===== config.mk =====
export PLATFORM = sky130hd
export DESIGN_NAME = display_scan_ctrl
export DESIGN_NICKNAME = d
export VERILOG_FILES = /design/src/rtl/display_scan_ctrl.sv
export SDC_FILE = /design/constraint.sdc
export NUM_CORES = 1
export LEC_CHECK = 0
export CORE_MARGIN = 1.5
export CORE_UTILIZATION = 63
export CTS_CLUSTER_DIAMETER = 100
export DETAILED_ROUTE_END_ITERATION = 12
export PLACE_DENSITY = 0.85
export SYNTH_ARGS = -nofsm -noshare
export SYNTH_HDL_FRONTEND = slang
export SYNTH_SLANG_ARGS = --single-unit

===== constraint.sdc =====
create_clock -name clk -period 8.9 [get_ports clk]
set_clock_uncertainty 0.1 [all_clocks]
set_input_delay 2.67 -clock clk [delete_from_list [all_inputs] [get_ports clk]]
set_output_delay 2.67 -clock clk [all_outputs]
set_load 0.02 [all_outputs]

===== src/rtl/display_scan_ctrl.sv =====
// Display entry bank with auto-scroll, debounced manual step and freeze, feeding a 7-bit segment driver.
// Optional build macro DISPLAY_SATURATE_EN: saturate stored values to 127 instead of truncating to 7 bits.
module display_scan_ctrl #(
  parameter int NUM_ENTRIES     = 8,
  parameter int DATA_W          = 32,
  parameter int DWELL_CYCLES    = 50000000,
  parameter int DEBOUNCE_CYCLES = 500000
) (
  input  logic                           clk,
  input  logic                           rst,
  input  logic                           wr_en,
  input  logic [$clog2(NUM_ENTRIES)-1:0] wr_addr,
  input  logic [DATA_W-1:0]              wr_data,
  input  logic                           btn_next,
  input  logic                           mode_auto,
  input  logic                           freeze,
  output logic [6:0]                     disp_value,
  output logic [$clog2(NUM_ENTRIES)-1:0] disp_index,
  output logic                           disp_valid,
  output logic                           ovf_flag
);

  localparam int IW = $clog2(NUM_ENTRIES);
  localparam int CW = $clog2(DWELL_CYCLES);
  localparam int BW = $clog2(DEBOUNCE_CYCLES + 1);
  localparam logic [CW-1:0] DWELL_LAST = CW'(DWELL_CYCLES - 1);
  localparam logic [BW-1:0] DEB_LAST   = BW'(DEBOUNCE_CYCLES - 1);

  typedef enum logic [1:0] {S_AUTO, S_MANUAL, S_FROZEN} state_t;

  state_t           state_q, state_d;
  logic [6:0]       entry_q [NUM_ENTRIES];
  logic [NUM_ENTRIES-1:0] valid_q;
  logic [CW-1:0]    cnt_q, cnt_d;
  logic [IW-1:0]    next_idx;
  logic             advance;

  logic             sync1_q, sync2_q;
  logic             db_level_q, db_prev_q;
  logic [BW-1:0]    db_cnt_q;
  logic             step;

  logic             wr_over;
  logic [6:0]       wr_conv;

  always_comb begin
    wr_over = wr_data > DATA_W'(127);
`ifdef DISPLAY_SATURATE_EN
    wr_conv = wr_over ? 7'd127 : wr_data[6:0];
`else
    wr_conv = wr_data[6:0];
`endif
  end

  // Entry storage and sticky overflow; writes land in every state.
  always_ff @(posedge clk or posedge rst) begin
    if (rst) begin
      for (int unsigned i = 0; i < NUM_ENTRIES; i++) entry_q[i] <= '0;
      valid_q  <= '0;
      ovf_flag <= 1'b0;
    end else if (wr_en) begin
      entry_q[wr_addr] <= wr_conv;
      valid_q[wr_addr] <= 1'b1;
      if (wr_over) ovf_flag <= 1'b1;
    end
  end

  // Two-flop synchronizer, then a level that flips only after a full stable run.
  always_ff @(posedge clk or posedge rst) begin
    if (rst) begin
      sync1_q    <= 1'b0;
      sync2_q    <= 1'b0;
      db_level_q <= 1'b0;
      db_prev_q  <= 1'b0;
      db_cnt_q   <= '0;
    end else begin
      sync1_q   <= btn_next;
      sync2_q   <= sync1_q;
      db_prev_q <= db_level_q;
      if (sync2_q != db_level_q) begin
        if (db_cnt_q == DEB_LAST) begin
          db_level_q <= sync2_q;
          db_cnt_q   <= '0;
        end else begin
          db_cnt_q <= db_cnt_q + BW'(1);
        end
      end else begin
        db_cnt_q <= '0;
      end
    end
  end

  assign step = db_level_q & ~db_prev_q;

  always_ff @(posedge clk or posedge rst) begin
    if (rst) begin
      state_q <= S_AUTO;
      cnt_q   <= '0;
    end else begin
      state_q <= state_d;
      cnt_q   <= cnt_d;
    end
  end

  // Step and terminal count are OR-ed so a coincidence yields a single advance.
  always_comb begin
    state_d  = freeze ? S_FROZEN : (mode_auto ? S_AUTO : S_MANUAL);
    advance  = 1'b0;
    cnt_d    = '0;
    next_idx = disp_index;
    case (state_q)
      S_AUTO: begin
        advance = step | (cnt_q == DWELL_LAST);
        cnt_d   = advance ? '0 : cnt_q + CW'(1);
      end
      S_MANUAL: advance = step;
      S_FROZEN: advance = 1'b0;
      default:  advance = 1'b0;
    endcase
    if (advance) next_idx = disp_index + IW'(1);
  end

  // disp_index doubles as the scan index register.
  always_ff @(posedge clk or posedge rst) begin
    if (rst) begin
      disp_index <= '0;
      disp_value <= '0;
      disp_valid <= 1'b0;
    end else if (state_q != S_FROZEN) begin
      disp_index <= next_idx;
      if (wr_en && (wr_addr == next_idx)) begin
        disp_value <= wr_conv;
        disp_valid <= 1'b1;
      end else begin
        disp_value <= entry_q[next_idx];
        disp_valid <= valid_q[next_idx];
      end
    end
  end

endmodule


==> impl_metrics.tcl, run 1 <==
set metrics [dict create \
    status "finished, final reports clean" \
    multi_input_area_mm2 0.003239 \
    rsz0062_at_grt "false" \
    maxCapViolCount 0 \
    final_cell_mix "dfrtp_1, nand2_1, mux2_2, nor2_1, clkdlybuf4s50_1" \
    hpwl_mm 10.35 \
    setup_viol 0 \
    dieArea_mm2 0.01107 \
    max_freq_mhz 209.0 \
    fin_crit_sh_pct 53.75 \
    drtPass1Iterations 5 \
    synth-edff-count 0 \
    place.gp.congestion 0.8555 \
    portBuffers 52 \
    seqCellArea_mm2 0.003178 \
    clk_pin_slew_ns 0.06 \
    ys_warn_count 0 \
    antenna_found_initial 0 \
    tightestPinTransition_ns 1.403 \
    cts_resized 0 \
    worstPathRequired_ns 6.13 \
    crit_type "flip-flop to output pin" \
    syn_nets 692 \
    grtUsageTotal_pct 29.64 \
    initial_utilization_pct 64.35 \
    core-area_mm2 0.01023 \
    drive_above_1_share_pct 15.94 \
    cp-endpoint "disp_index[2]" \
    crit_start "disp_index[2]$_DFFE_PP0P_" \
    drt_iter0_drc 514 \
    grt_start_max_net_pins 82 \
    grt_overflow 0 \
    hold_class "flip-flop to flip-flop" \
    clkLatencyLatePin_ns 0.52 \
    cts_setup_buffers 0 \
    syn_to_final_growth_pct 18.80 \
    die_w_um 105.2 \
    period_minus_slack_ns 4.784 \
    power_density_mw_per_mm2 207.3 \
    utilization_pct 76.45 \
    cts_hold_buf 0 \
    synth_cells 648 \
    critPathMaxFanout 49 \
    nets 740 \
    ant_nets 0 \
    synthDistinctLibCells 49 \
    cp-end-kind "output pin" \
    slew_headroom_pct 5.736 \
    hold_viol 0 \
    clock-sinks 127 \
    worstReg2RegStart "cnt_q[8]$_DFF_PP0_" \
    grt_pass1_wl_mm 25.54 \
    cts-root-buf "clkbuf_8" \
    synth_async_sr_flop_share_pct 100.0 \
    rr_endpoint "disp_value[1]$_DFFE_PP0P_" \
    wl_per_cell_um 18.54 \
    netlist_area_mm2 0.006584 \
    htreeDepth 4 \
    via_per_inst 6.288 \
    whs_path_depth 0 \
    ys.flop_type "dfrtp_1" \
    grt_pass1_vias 5161 \
    final.setup.tns_ns 0 \
    drc 0 \
    seq_area_frac_synth_pct 48.27 \
    diodes 0 \
    p_leak_nw 3.232 \
    cts_buffers 17 \
    synth_seq_cells 127 \
    io_pins 53 \
    die_h_um 105.2 \
    synth_area_per_cell_um2 10.16 \
    num_rows 37 \
    clk_path_buf_depth 2 \
    crit_arrival_ns 2.01 \
    tritoncts "built" \
    fillers 657 \
    reg2reg_setup_slack_ns 4.76 \
    detailroute.via_count 5313 \
    reg2reg_depth 8 \
    peakVddDrop_v 0.0001743 \
    layout_commonest_cell "dfrtp_1" \
    drv_slew 0 \
    start_kind "flip-flop" \
    drt-total-wl_mm 15.66 \
]
==> layout make-up <==
type | instances | area share, %
Multi-Input combinational cell | 481 | 41.42
Timing Repair Buffer | 58 | 7.199
Clock buffer | 20 | 5.695
Clock inverter | 12 | 2.320
Tap cell | 136 | 2.176
Inverter | 11 | 0.5599
Sequential cell | 127 | 40.63
==> worst min-delay path by stage <==
stage,from,endpoint
finish,sync1_q$_DFF_PP0_,sync2_q$_DFF_PP0_
global route,sync1_q$_DFF_PP0_,sync2_q$_DFF_PP0_
CTS,sync1_q$_DFF_PP0_,sync2_q$_DFF_PP0_
detailed placement,sync1_q$_DFF_PP0_,sync2_q$_DFF_PP0_
global placement,sync1_q$_DFF_PP0_,sync2_q$_DFF_PP0_
floorplan,sync1_q$_DFF_PP0_,sync2_q$_DFF_PP0_
==> critical path: stages, from the launching register on <==
cell and delay [ns]:
dfrtp_1 0.32, buf_4 0.44, clkdlybuf4s50_1 0.71
==> sequential cells by signal, summed over array words and instances, names as in the netlist, 2 cells and up <==
name	cells
entry_q	56
cnt_q	26
db_cnt_q	19
valid_q	8
disp_value	7
disp_index	3
state_q	2
==> cell families (layout without fill, tap and decap cells) <==
kind of cell / count (synthesis) / after routing / synth area share, %
xor gates and xnor gates: 40 / 40 / 5.644
buffers and inverters: 40 / 101 / 2.527
and+or+nand+nor: 255 / 255 / 19.52
DFF: 127 / 127 / 48.27
AOI/OAI and AO/OA: 111 / 111 / 11.31
adders and majority gates: 3 / 3 / 0.5702
muxes: 72 / 72 / 12.16
==> per-layer routing <==
metal  track usage [%]  vias up  share of wire, %
met5                 0        -                 0
met4             10.67        0               1.5
met3             7.112       18               6.5
met2             48.13      198                50
met1             39.01     2648                42
li1                  -     2449                 -
==> cells in the mapped netlist, types with 11 or more instances <==
| master | instances | area, um2 |
|---|---|---|
| dfrtp_1 | 127 | 3178 |
| nand2_1 | 65 | 244.0 |
| mux2_2 | 61 | 686.9 |
| nor2_1 | 58 | 217.7 |
| nand3_1 | 49 | 245.2 |
| a21oi_1 | 29 | 145.1 |
| clkbuf_1 | 26 | 97.59 |
| xor2_1 | 20 | 175.2 |
| xnor2_1 | 18 | 157.7 |
| a21o_1 | 17 | 127.6 |
| a31oi_1 | 15 | 93.84 |
| nand2b_1 | 15 | 93.84 |
| o21ai_0 | 15 | 75.07 |
| inv_1 | 11 | 41.29 |
==> power by group <==
group          internal [mW]  switching [mW]
combinational          0.109          0.0845
clock                  0.471           0.259
sequential             0.646          0.0521
total                   1.23           0.396
==> through the flow <==
| step | instances | hold WS, ns | total power [mW] | setup slack [ns] | area, um2 |
|---|---|---|---|---|---|
| after floorplan | 648 | 0.2312 | 0.8232 | 2.746 | 6584 |
| final | 845 | 0.2683 | 1.622 | 4.116 | 7821 |
| after detailed placement | 812 | 0.2694 | 0.8970 | 3.691 | 7189 |
| after global routing | 845 | 0.2749 | 1.682 | 4.047 | 7821 |
| after CTS | 844 | 0.2795 | 1.630 | 4.111 | 7816 |
| after global placement | 812 | 0.2702 | 0.8838 | 3.789 | 7189 |
Power figures use the tool's default switching activity.
==> inputs of run 2 (changes only) <==
Settings changed: CORE_UTILIZATION 63 to 59, PLACE_DENSITY 0.85 to 0.81.
Clock period 8.9 ns to 4.9 ns, I/O delays scaled along.
==> run 2 against run 1 <==
Final cell count increased by 0.71%. Register-to-register slack worse by 3.4 ns. Routed wire length is 1.3% lower. Via count shrank 0.49%. Critical path depth fell by 1. Sequential share of layout area down 0.078 points. Hold slack better by 0.0085 ns. Setup slack worse by 2.9 ns. Sequential power grew 82%. Critical endpoint unchanged. Largest cell class unchanged. Highest routed layer unchanged.
==> impl_metrics.tcl, run 2 (synthesized netlist as in run 1, its figures left out) <==
set metrics [dict create \
    clkLatencyLatePin_ns 0.54 \
    p_leak_nw 3.231 \
    hold_class "flip-flop to flip-flop" \
    cts-root-buf "clkbuf_8" \
    max_freq_mhz 273.9 \
    grt_util_met3_pct 6.515 \
    crit_family "flip-flops" \
    dp_slack_ns 1.364 \
    utilization_pct 72.29 \
    grt_overflow 0 \
    timing.final.ws_setup_ns 1.250 \
    largestRegisters "entry_q x56, cnt_q x26, db_cnt_q x19" \
    grt_start_max_net_pins 128 \
    start_kind "flip-flop" \
    syn_to_final_growth_pct 19.02 \
    grt_pass1_wl_mm 24.55 \
    drive_above_1_share_pct 16.32 \
    final_area_mm2 0.007836 \
    htreeDepth 4 \
    crit_arrival_ns 2.08 \
    core-area_mm2 0.01084 \
    clk_path_buf_depth 2 \
    cts_hold_buf 0 \
    tritoncts "built" \
    layout_commonest_cell "dfrtp_1" \
    rsz0062_at_grt "false" \
    drt-total-wl_mm 15.45 \
    drv_slew 0 \
    gr-usage-met2_pct 44.52 \
    clk_pin_slew_ns 0.06 \
    maxCapViolCount 0 \
    grt.met1_usage_pct 36.18 \
    place.gp.congestion 0.8585 \
    grtUsageTotal_pct 27.76 \
    regMostFlops "entry_q" \
    setup_viol 0 \
    diodes 0 \
    cts_resized 0 \
    power_density_mw_per_mm2 369.1 \
    cp_cell_sequence "clkdlybuf4s50_1" \
    clock-sinks 127 \
    cts_setup_buffers 0 \
    cts_buffers 17 \
    ant_nets 0 \
    grt_pass1_vias 4948 \
    post_dp_cell_area_mm2 0.007231 \
    die_h_um 108.6 \
    hpwl_mm 10.37 \
    fin_crit_sh_pct 74.50 \
    timing.critical_path.buf_inv 1 \
    num_rows 38 \
    drtPass1Iterations 5 \
    via_per_inst 6.213 \
    grt_busiest_layer "met2" \
    cp-end-kind "output pin" \
    drc 0 \
    drt_iter0_drc 431 \
    critPathMaxFanout 18 \
    detailroute.via_count 5287 \
    largest_reg_flops 56 \
    io_pins 53 \
    nets 742 \
    initial_utilization_pct 60.73 \
    period_minus_slack_ns 3.650 \
    crit_type "flip-flop to output pin" \
    slowest_stage "dfrtp_1" \
    final.setup.tns_ns 0 \
    wl_per_cell_um 18.16 \
    tightestPinTransition_ns 1.154 \
    slowest_delay_ns 0.81 \
    final_cell_mix "dfrtp_1, nand2_1, mux2_2, nor2_1, clkdlybuf4s50_1" \
    dieArea_mm2 0.01180 \
    slew_headroom_pct 22.04 \
    worstPathRequired_ns 3.33 \
    antenna_found_initial 0 \
    portBuffers 52 \
    peakVddDrop_v 0.0002669 \
    hold_viol 0 \
    status "finished, final reports clean" \
    holdWs_ns 0.2768 \
    die_w_um 108.6 \
]
==> run 2: final timing paths <==
check | to | start | cells past startpoint | slack [ns]
setup / recovery | disp_index[2] | disp_index[2]$_DFFE_PP0P_ | 1 | 1.25
hold / removal | sync2_q$_DFF_PP0_ | sync1_q$_DFF_PP0_ | 0 | 0.28
setup reg to reg | disp_value[5]$_DFFE_PP0P_ | cnt_q[8]$_DFF_PP0_ | 7 | 1.32
hold reg to reg | sync2_q$_DFF_PP0_ | sync1_q$_DFF_PP0_ | 0 | 0.28
max in group asynchronous | entry_q[13]$_DFFE_PP0P_ | rst | 3 | 2.82
min in group asynchronous | cnt_q[10]$_DFF_PP0_ | rst | 3 | 1.35
==> run 2: routing by layer <==
metal	part of all wire [%]	wire length [um]
met5	0	0
met3	7.2	1116
met4	2.7	424
met1	41	6395
met2	49	7516
==> run 2: report_power, final <==
| part | internal, mW | switching (mW) | total, mW | leakage, nW |
|---|---|---|---|---|
| sequential | 1.17 | 0.0981 | 1.27 | 1.59 |
| clock | 0.801 | 0.466 | 1.27 | 0.282 |
| combinational | 0.199 | 0.155 | 0.355 | 1.36 |
==> run 2: area by class of cell <==
class                   count  area, um2
clock buffers              19      441.7
inverters                  11      45.04
repair buffers             60      593.1
clock inverters            13      163.9
well taps                 140      175.2
fillers                   781       3004
multi-input cells         481       3239
flip-flops and latches    127       3178
==> run 2: metrics by stage <==
| step | total power, mW | instances |
|---|---|---|
| CTS | 2.907 | 851 |
| floorplan | 1.496 | 648 |
| detailed placement | 1.638 | 819 |
| global placement | 1.617 | 819 |
| global route | 2.995 | 851 |
| finish | 2.893 | 851 |
==> inputs of run 3 (changes only) <==
Clock period 4.9 ns to 3.8 ns, I/O delays scaled along.
==> run 3 against run 2 <==
Die area stayed put. Sequential power is 29% higher. Final cell count is 0.94% higher. Combinational power is 29% higher. Design area is 0.48% higher. Critical path depth is 7 higher. Non-clock buffer count is 8 higher. Highest routed layer unchanged. Core utilization is 0.35 points higher. Total power is 26% higher. Largest cell class unchanged. Routed wire length is 1.9% higher. First-iteration DRC count is 15% lower. Flip-flop and latch count stayed put.
==> impl_metrics.tcl, run 3 (synthesized netlist as in run 1, its figures left out) <==
set metrics [dict create \
    status "finished, final reports clean" \
    grt.met1_usage_pct 38.16 \
    nets 750 \
    final_cell_mix "dfrtp_1, nand2_1, mux2_2, nor2_1, clkdlybuf4s50_1" \
    cp-end-kind "flip-flop" \
    hpwl_mm 10.62 \
    start_kind "flip-flop" \
    grt_util_met3_pct 6.993 \
    cp_cell_sequence "ha_1, nor4bb_1, a21o_1, buf_4, xnor2_1, nand3_1, o21a_1, a21oi_1" \
    drv_slew 0 \
    largest_reg_flops 56 \
    grt_start_max_net_pins 59 \
    io_pins 53 \
    drive_above_1_share_pct 17.11 \
    slew_headroom_pct 33.35 \
    rsz0062_at_grt "false" \
    cts_resized 0 \
    critPathMaxFanout 51 \
    drtPass1Iterations 5 \
    htreeDepth 4 \
    largestRegisters "entry_q x56, cnt_q x26, db_cnt_q x19" \
    via_per_inst 6.178 \
    maxCapViolCount 0 \
    drc 0 \
    tightestPinTransition_ns 0.9863 \
    drt-total-wl_mm 15.74 \
    drt_iter0_drc 367 \
    dieArea_mm2 0.01180 \
    num_rows 38 \
    tritoncts "built" \
    clk_pin_slew_ns 0.06 \
    period_minus_slack_ns 3.446 \
    timing.final.ws_setup_ns 0.3537 \
    fin_crit_sh_pct 90.69 \
    seqCellArea_mm2 0.003178 \
    die_h_um 108.6 \
    hold_class "flip-flop to flip-flop" \
    crit_type "flip-flop to flip-flop" \
    clock-sinks 127 \
    fillers 778 \
    hold_viol 0 \
    detailroute.via_count 5307 \
    wl_per_cell_um 18.32 \
    antenna_found_initial 0 \
    ant_nets 0 \
    grtUsageTotal_pct 28.73 \
    cts_buffers 17 \
    layout_commonest_cell "dfrtp_1" \
    peakVddDrop_v 0.0004163 \
    cts_hold_buf 0 \
    dp_slack_ns 0.4509 \
    p_leak_nw 3.271 \
    portBuffers 52 \
    worstPathRequired_ns 4.15 \
    max_freq_mhz 290.2 \
    syn_to_final_growth_pct 19.59 \
    slowest_delay_ns 0.85 \
    power_density_mw_per_mm2 462.5 \
    final.setup.tns_ns 0 \
    place.gp.congestion 0.8988 \
    cts-root-buf "clkbuf_8" \
    core-area_mm2 0.01084 \
    clk_path_buf_depth 2 \
    gr-usage-met2_pct 45.87 \
    grt_pass1_vias 5164 \
    grt_busiest_layer "met2" \
    clkLatencyLatePin_ns 0.53 \
    cts_setup_buffers 0 \
    setup_viol 0 \
    diodes 0 \
    grt_overflow 0 \
    multi_input_area_mm2 0.003239 \
    crit_arrival_ns 3.80 \
    initial_utilization_pct 60.73 \
    die_w_um 108.6 \
    grt_pass1_wl_mm 25.55 \
    slowest_stage "nor4bb_1" \
    regMostFlops "entry_q" \
]
==> run 3: cell types whose count changed in the layout (fill, tap and decap cells not counted) <==
| cell | previous run | this run |
|---|---|---|
| buf_4 | 7 | 14 |
| clkinvlp_4 | 6 | 3 |
| clkinv_2 | 2 | 4 |
| buf_12 | 1 | 2 |
| bufinv_16 | 3 | 2 |
| clkbuf_1 | 0 | 1 |
| clkbuf_8 | 3 | 2 |
| clkinv_4 | 3 | 4 |
| inv_6 | 0 | 1 |
==> run 3: worst paths after layout <==
check | startpoint | endpoint | slack [ns] | depth (start not counted)
setup / recovery | disp_index[0]$_DFFE_PP0P_ | disp_value[1]$_DFFE_PP0P_ | 0.35 | 8
hold / removal | sync1_q$_DFF_PP0_ | sync2_q$_DFF_PP0_ | 0.25 | 0
setup reg to reg | disp_index[0]$_DFFE_PP0P_ | disp_value[1]$_DFFE_PP0P_ | 0.35 | 8
hold reg to reg | sync1_q$_DFF_PP0_ | sync2_q$_DFF_PP0_ | 0.25 | 0
max in group asynchronous | rst | valid_q[0]$_DFFE_PP0P_ | 1.99 | 3
min in group asynchronous | rst | db_cnt_q[18]$_DFF_PP0_ | 0.94 | 2
==> run 3: worst max-delay path: cells and delay by family, from the launching register on <==
family	cells	cell delay, ns
DFF	1	0.48
adders and majority gates	1	0.22
buffers and inverters	1	0.45
and+or+nand+nor	2	1.14
xor gates and xnor gates	1	0.19
AOI/OAI and AO/OA	3	0.78
==> run 3: per-layer routing <==
layer / share of wire [%] / wire [um]
met2: 48 / 7604
met4: 2.4 / 380
met5: 0 / 0
met3: 6.4 / 1003
met1: 43 / 6751
==> run 3: per-stage QoR <==
step | total power, mW | std cells | utilization [%] | area [um2] | hold slack (ns)
2_1_floorplan | 1.928 | 648 | - | 6588 | 0.2312
3_3_place_gp | 2.084 | 827 | 67.37 | 7303 | 0.2531
3_5_place_dp | 2.114 | 827 | 67.37 | 7303 | 0.2373
4_1_cts | 3.667 | 859 | 72.63 | 7874 | 0.2578
5_1_grt | 3.797 | 859 | 72.63 | 7874 | 0.2637
6_report | 3.642 | 859 | 72.63 | 7874 | 0.2544
==> run 3: power by group <==
group / leakage (nW) / total, mW / switching, mW / internal (mW)
registers: 1.59 / 1.64 / 0.126 / 1.51
clock network: 0.278 / 1.54 / 0.595 / 0.950
logic: 1.41 / 0.458 / 0.198 / 0.260
total: 3.27 / 3.64 / 0.919 / 2.72
==> run 3: layout make-up <==
type / instances / share of cell area, %
clock buffer: 19 / 5.482
clock inverter: 13 / 1.764
inverter: 11 / 0.5721
multi-input combinational: 481 / 41.14
sequential: 127 / 40.36
tap: 140 / 2.225
timing repair buffer: 68 / 8.454
